## src/rtl/par_ni_gen.sv

```systemverilog
// par_ni_gen: NoC node traffic source (LFSR destinations, TX queue) and sink with saturating stats.
// Optional PAR_NI_SEQ_CHECK_EN adds per-source sequence checking and the seq_err_count output.
module par_ni_gen #(
   parameter int NUM_NODES = 2,
   parameter int ADDR_SZ = 4,
   parameter int PL_SZ = 16,
   parameter int HDR_SZ = 2,
   parameter logic [HDR_SZ-1:0] HDR_VAL = 2'b01,
   parameter int FIFO_DEPTH = 4,
   parameter int INJ_PERIOD = 8,
   parameter int CNT_W = 32,
   localparam int FW = HDR_SZ + PL_SZ + ADDR_SZ
) (
   input  logic clk,
   input  logic reset,
   input  logic [ADDR_SZ-1:0] id,
   input  logic send_en,
   output logic [FW-1:0] item_out,
   output logic req,
   input  logic channel_busy,
   input  logic [FW-1:0] item_in,
   input  logic valid,
   output logic busy,
   output logic [CNT_W-1:0] tx_count,
   output logic [CNT_W-1:0] rx_count,
   output logic [CNT_W-1:0] drop_count,
   output logic [CNT_W-1:0] err_count
`ifdef PAR_NI_SEQ_CHECK_EN
   ,
   output logic [CNT_W-1:0] seq_err_count
`endif
);
   localparam int SW = PL_SZ - ADDR_SZ;
   localparam int AW = $clog2(FIFO_DEPTH);
   localparam int TW = INJ_PERIOD > 1 ? $clog2(INJ_PERIOD) : 1;
   localparam logic [ADDR_SZ:0] NN = (ADDR_SZ+1)'(NUM_NODES);
   localparam logic [TW-1:0] TLAST = TW'(INJ_PERIOD - 1);
   localparam logic [AW:0] FD = (AW+1)'(FIFO_DEPTH);

   function automatic logic [CNT_W-1:0] sat(input logic [CNT_W-1:0] c);
      return &c ? c : c + CNT_W'(1);
   endfunction

   logic [TW-1:0] timer;
   logic [15:0] lfsr, m;
   logic [SW-1:0] seq;
   logic [FW-1:0] mem [FIFO_DEPTH];
   logic [AW-1:0] wp, rp;
   logic [AW:0] cnt;
   logic [ADDR_SZ-1:0] d0, dest;
   logic [ADDR_SZ:0] d1;
   logic gen, empty, full, pop, push, drop, acc;

   assign gen = send_en && timer == TLAST;
   assign empty = cnt == '0;
   assign full = cnt == FD;
   assign pop = !empty && !channel_busy;
   // a full queue still accepts when the head leaves in the same cycle
   assign push = gen && (!full || pop);
   assign drop = gen && !push;
   assign req = !empty;
   assign item_out = empty ? '0 : mem[rp];
   assign acc = valid && !busy;
   assign m = lfsr % 16'(NUM_NODES);
   assign d0 = m[ADDR_SZ-1:0];
   assign d1 = {1'b0, d0} + (ADDR_SZ+1)'(1);
   assign dest = d0 != id ? d0 : d1 == NN ? '0 : d1[ADDR_SZ-1:0];

   always_ff @(posedge clk)
      if (push) mem[wp] <= {HDR_VAL, id, seq, dest};

   always_ff @(posedge clk) begin
      if (reset) begin
         timer <= '0;
         lfsr <= 16'hACE1 ^ 16'(id);
         seq <= '0;
         wp <= '0;
         rp <= '0;
         cnt <= '0;
         busy <= 1'b1;
         tx_count <= '0;
         rx_count <= '0;
         drop_count <= '0;
         err_count <= '0;
      end else begin
         busy <= 1'b0;
         timer <= !send_en || timer == TLAST ? '0 : timer + TW'(1);
         if (gen) lfsr <= {lfsr[14:0], lfsr[15] ^ lfsr[13] ^ lfsr[12] ^ lfsr[10]};
         if (push) begin
            wp <= wp + AW'(1);
            seq <= seq + SW'(1);
         end
         if (pop) rp <= rp + AW'(1);
         cnt <= cnt + (AW+1)'(push) - (AW+1)'(pop);
         if (pop) tx_count <= sat(tx_count);
         if (drop) drop_count <= sat(drop_count);
         if (acc) rx_count <= sat(rx_count);
         if (acc && item_in[ADDR_SZ-1:0] != id) err_count <= sat(err_count);
      end
   end

`ifdef PAR_NI_SEQ_CHECK_EN
   logic [SW-1:0] exp_seq [NUM_NODES];
   logic [SW-1:0] exp_cur, rseq;
   logic [ADDR_SZ-1:0] src;
   logic hit;

   assign src = item_in[PL_SZ+ADDR_SZ-1 -: ADDR_SZ];
   assign rseq = item_in[ADDR_SZ +: SW];

   // hit=0 means the source id is outside the mesh
   always_comb begin
      hit = 1'b0;
      exp_cur = '0;
      for (int i = 0; i < NUM_NODES; i++)
         if (src == ADDR_SZ'(i)) begin
            hit = 1'b1;
            exp_cur = exp_seq[i];
         end
   end

   always_ff @(posedge clk) begin
      if (reset) begin
         for (int i = 0; i < NUM_NODES; i++) exp_seq[i] <= '0;
         seq_err_count <= '0;
      end else if (acc) begin
         if (!hit || rseq != exp_cur) seq_err_count <= sat(seq_err_count);
         for (int i = 0; i < NUM_NODES; i++)
            if (src == ADDR_SZ'(i)) exp_seq[i] <= rseq + SW'(1);
      end
   end
`endif
endmodule

```

## config.mk

```make
export PLATFORM = sky130hd
export DESIGN_NAME = par_ni_gen
export DESIGN_NICKNAME = d
export VERILOG_FILES = /design/src/rtl/par_ni_gen.sv
export SDC_FILE = /design/constraint.sdc
export NUM_CORES = 1
export LEC_CHECK = 0
export CORE_MARGIN = 1.5
export CORE_UTILIZATION = 40
export DETAILED_ROUTE_END_ITERATION = 10
export SYNTH_ARGS = -nofsm -noshare
export SYNTH_HDL_FRONTEND = slang
export SYNTH_SLANG_ARGS = --single-unit
```

## constraint.sdc

```tcl
create_clock -name clk -period 4.6 [get_ports clk]
set_clock_uncertainty 0.2 [all_clocks]
set_input_delay 0.92 -clock clk [delete_from_list [all_inputs] [get_ports clk]]
set_output_delay 0.92 -clock clk [all_outputs]
set_load 0.02 [all_outputs]
```

==> impl_metrics.env <==
export IMPL_cp_end_kind="output pin"
export IMPL_fin_ws_ns=0.9417
export IMPL_power_density_mw_per_mm2=390.1
export IMPL_setup_tns_ns=0
export IMPL_max_clock_path_buffers=3
export IMPL_crit_type="flop to output pin"
export IMPL_dr_pass1_iters=7
export IMPL_fmax_ghz=0.2734
export IMPL_final_hold_viol_count=0
export IMPL_yosysTopAreaCell="dfxtp_1"
export IMPL_rsz0062_at_grt="no"
export IMPL_numCtsBuffers=27
export IMPL_fillers=2436
export IMPL_wl_met2_mm=12.13
export IMPL_clockRootBuffer="clkbuf_16"
export IMPL_period_needed_ns=3.658
export IMPL_initialDrtViolationCount=439
export IMPL_hpwl_mm=17.14
export IMPL_final_cells=1605
export IMPL_yosysSeqAreaShare=0.5040
export IMPL_hold_depth=1
export IMPL_yosys_warnings=0
export IMPL_dr_wl_met3_mm=1.141
export IMPL_grt_pass1_vias=8217
export IMPL_finalWirelength_mm=25.80
export IMPL_grt_usage=0.1790
export IMPL_grt_overflow=0
export IMPL_final_layout_size_suffix_gt1_frac=0.08940
export IMPL_synth_area_leaders="dfxtp_1 29%, edfxtp_1 22%, a21oi_1 4.8%"
export IMPL_crit_arrival_ns=2.54
export IMPL_num_vias=8892
export IMPL_r2r_cells=7
export IMPL_dpl_cell_count=1556
export IMPL_cp_required_ns=3.48
export IMPL_fp_dieH_um=168.7
export IMPL_fp_dieW_um=168.7
export IMPL_synth_edf_count=79
export IMPL_multi_input_area_sq_mm=0.005089
export IMPL_totalPowerFinal_mw=5.379
export IMPL_cts_setup_buffers=0
export IMPL_p_switching_mw=1.346
export IMPL_worst_slew_pin_slew_ns=1.077
export IMPL_syn_inst=1098
export IMPL_finalSetupViolations=0
export IMPL_place_gp_congestion=0.7502
export IMPL_critical_path_max_fanout=17
export IMPL_cts_htree_levels=1
export IMPL_syn_area_per_cell_sq_um=10.00
export IMPL_post_route_period_util=0.7953
export IMPL_relSlewSlack=0.2769
export IMPL_cts_sinks=237
export IMPL_ys_flop_type="dfxtp_1"
export IMPL_dieArea_sq_mm=0.02846
export IMPL_ir_drop_v=0.0002516
export IMPL_grt_max_degree=79
export IMPL_swShare=0.2503
export IMPL_placementRows=60
export IMPL_cts_tree="done"
export IMPL_clkSlewWorstSetupHoldPaths_ns=0.06
export IMPL_p_leak_nw=4.314
export IMPL_ios=183
export IMPL_placement_io_buffers=160
export IMPL_cts_resized=0
export IMPL_clock_latency_ns=0.52
export IMPL_start_kind="flop"
export IMPL_highest_layer="met5"
export IMPL_ff_latch_area_sq_mm=0.005535
export IMPL_mostFrequentLayoutCell="clkdlybuf4s50_1"
export IMPL_pwr_share_comb=0.168
export IMPL_internal_power_mw=4.033
export IMPL_status="finished clean"
export IMPL_drcViolationCount=0
export IMPL_wire_per_inst_um=16.07
export IMPL_ys_types=62
export IMPL_wl_met1_mm=12.10
export IMPL_core_sq_mm=0.02695
export IMPL_cts_hold_buffers_added=0
export IMPL_postRouteAntennaNets=0
export IMPL_netlist_area_sq_mm=0.01098
export IMPL_dp_slack_ns=0.8452
export IMPL_hold_ws_ns=0.2329
export IMPL_slew_violations=0
export IMPL_hp_class="flop to flop"
export IMPL_synth_seq_cells=237
export IMPL_antenna_found_initial=1
export IMPL_insertedDiodeCount=0
export IMPL_async_flop_share=0
export IMPL_areaGrowthSynthToFinish_pct=25.56
export IMPL_final_cell_mix="159 x clkdlybuf4s50_1, 158 x dfxtp_1, 106 x a21oi_1, 79 x edfxtp_1, 74 x nand2_1"
export IMPL_start_util=0.4075
export IMPL_synth_top_area_share=0.2880
export IMPL_max_cap_violations=0
export IMPL_avgViaCountPerCell=5.540
export IMPL_seqPwrFrac=0.416
export IMPL_nets=1289
export IMPL_grt_pass1_wl_mm=42.43
export IMPL_power_frac_clock=0.416
==> sequential cells by signal, indices dropped and copies added (netlist names), named ones only <==
register / flops
mem: 68
drop_count: 32
err_count: 32
rx_count: 32
tx_count: 32
lfsr: 16
seq: 12
cnt: 3
timer: 3
rp: 2
wp: 2
busy: 1
==> logic make-up after synthesis <==
| family | share of synthesized area |
|---|---|
| AO/OA/AOI/OAI | 0.1267 |
| XOR/XNOR | 0.02552 |
| adder cells (fa/ha/maj) | 0.01663 |
| buffers and inverters | 0.03441 |
| flip-flops | 0.5040 |
| multiplexers | 0.05503 |
| other | 0.0003415 |
| AND/OR/NAND/NOR | 0.2373 |
==> critical path, stage by stage, from the launching register on <==
cell,delay (ns)
dfxtp_1,0.89
mux4_2,0.44
nor2b_1,0.15
clkdlybuf4s50_1,0.54
==> routing by layer <==
metal	vias up	GRT usage
met5	-	0
met4	2	0.04620
met3	34	0.03040
met2	160	0.2995
met1	4289	0.2404
li1	4407	-
==> synthesized netlist by cell type, drive strengths merged, types with 2 or more instances <==
cell,n
dfxtp,158
a21oi,106
edfxtp,79
nand2,74
nor2,71
o21ai,61
or3,58
nand3,51
nand4,44
or4,39
clkbuf,38
o31ai,38
nor2b,37
buf,23
and3,22
xnor2,22
inv,20
mux2,17
mux4,17
nor3,14
nor4,14
ha,13
xor2,10
and4,8
or2,8
a21o,7
and2,7
nand2b,5
or4b,5
a211oi,3
a31o,3
mux2i,3
o41ai,3
nor3b,2
o311ai,2
==> path summary, 6_finish.rpt <==
| kind | start | slack [ns] | end |
|---|---|---|---|
| worst max-delay path | flop | 0.94 | item_out[19] |
| worst min register to register | timer[0] | 0.23 | timer[0] |
| worst min-delay path | timer[0] | 0.23 | timer[0] |
| worst max register to register | tx_count[0] | 1.41 | tx_count[26] |
==> power groups by stage <==
stage | registers, mW | clock network (mW) | logic [mW]
6_report | 2.24 | 2.24 | 0.904
5_1_grt | 2.24 | 2.38 | 0.987
4_1_cts | 2.24 | 2.30 | 0.923
3_5_place_dp | 2.28 | 0 | 0.922
3_3_place_gp | 2.28 | 0 | 0.911
2_1_floorplan | 2.27 | 0 | 0.568
==> through the flow <==
| step | utilization | instance area [sq um] |
|---|---|---|
| 6_report | 0.5116 | 13790 |
| 5_1_grt | 0.5116 | 13790 |
| 4_1_cts | 0.5116 | 13790 |
| 3_5_place_dp | 0.4769 | 12850 |
| 3_3_place_gp | 0.4769 | 12850 |
| 2_1_floorplan | - | 10990 |
==> final cells by class <==
cell class / count / share of cell area
clock inverters: 15 / 0.01470
flip-flops and latches: 237 / 0.4015
inverters: 20 / 0.005445
clock buffers: 34 / 0.05309
repair buffers: 175 / 0.1253
well taps: 341 / 0.03094
multi-input cells: 783 / 0.3691
(Power assumes the default switching activity.)
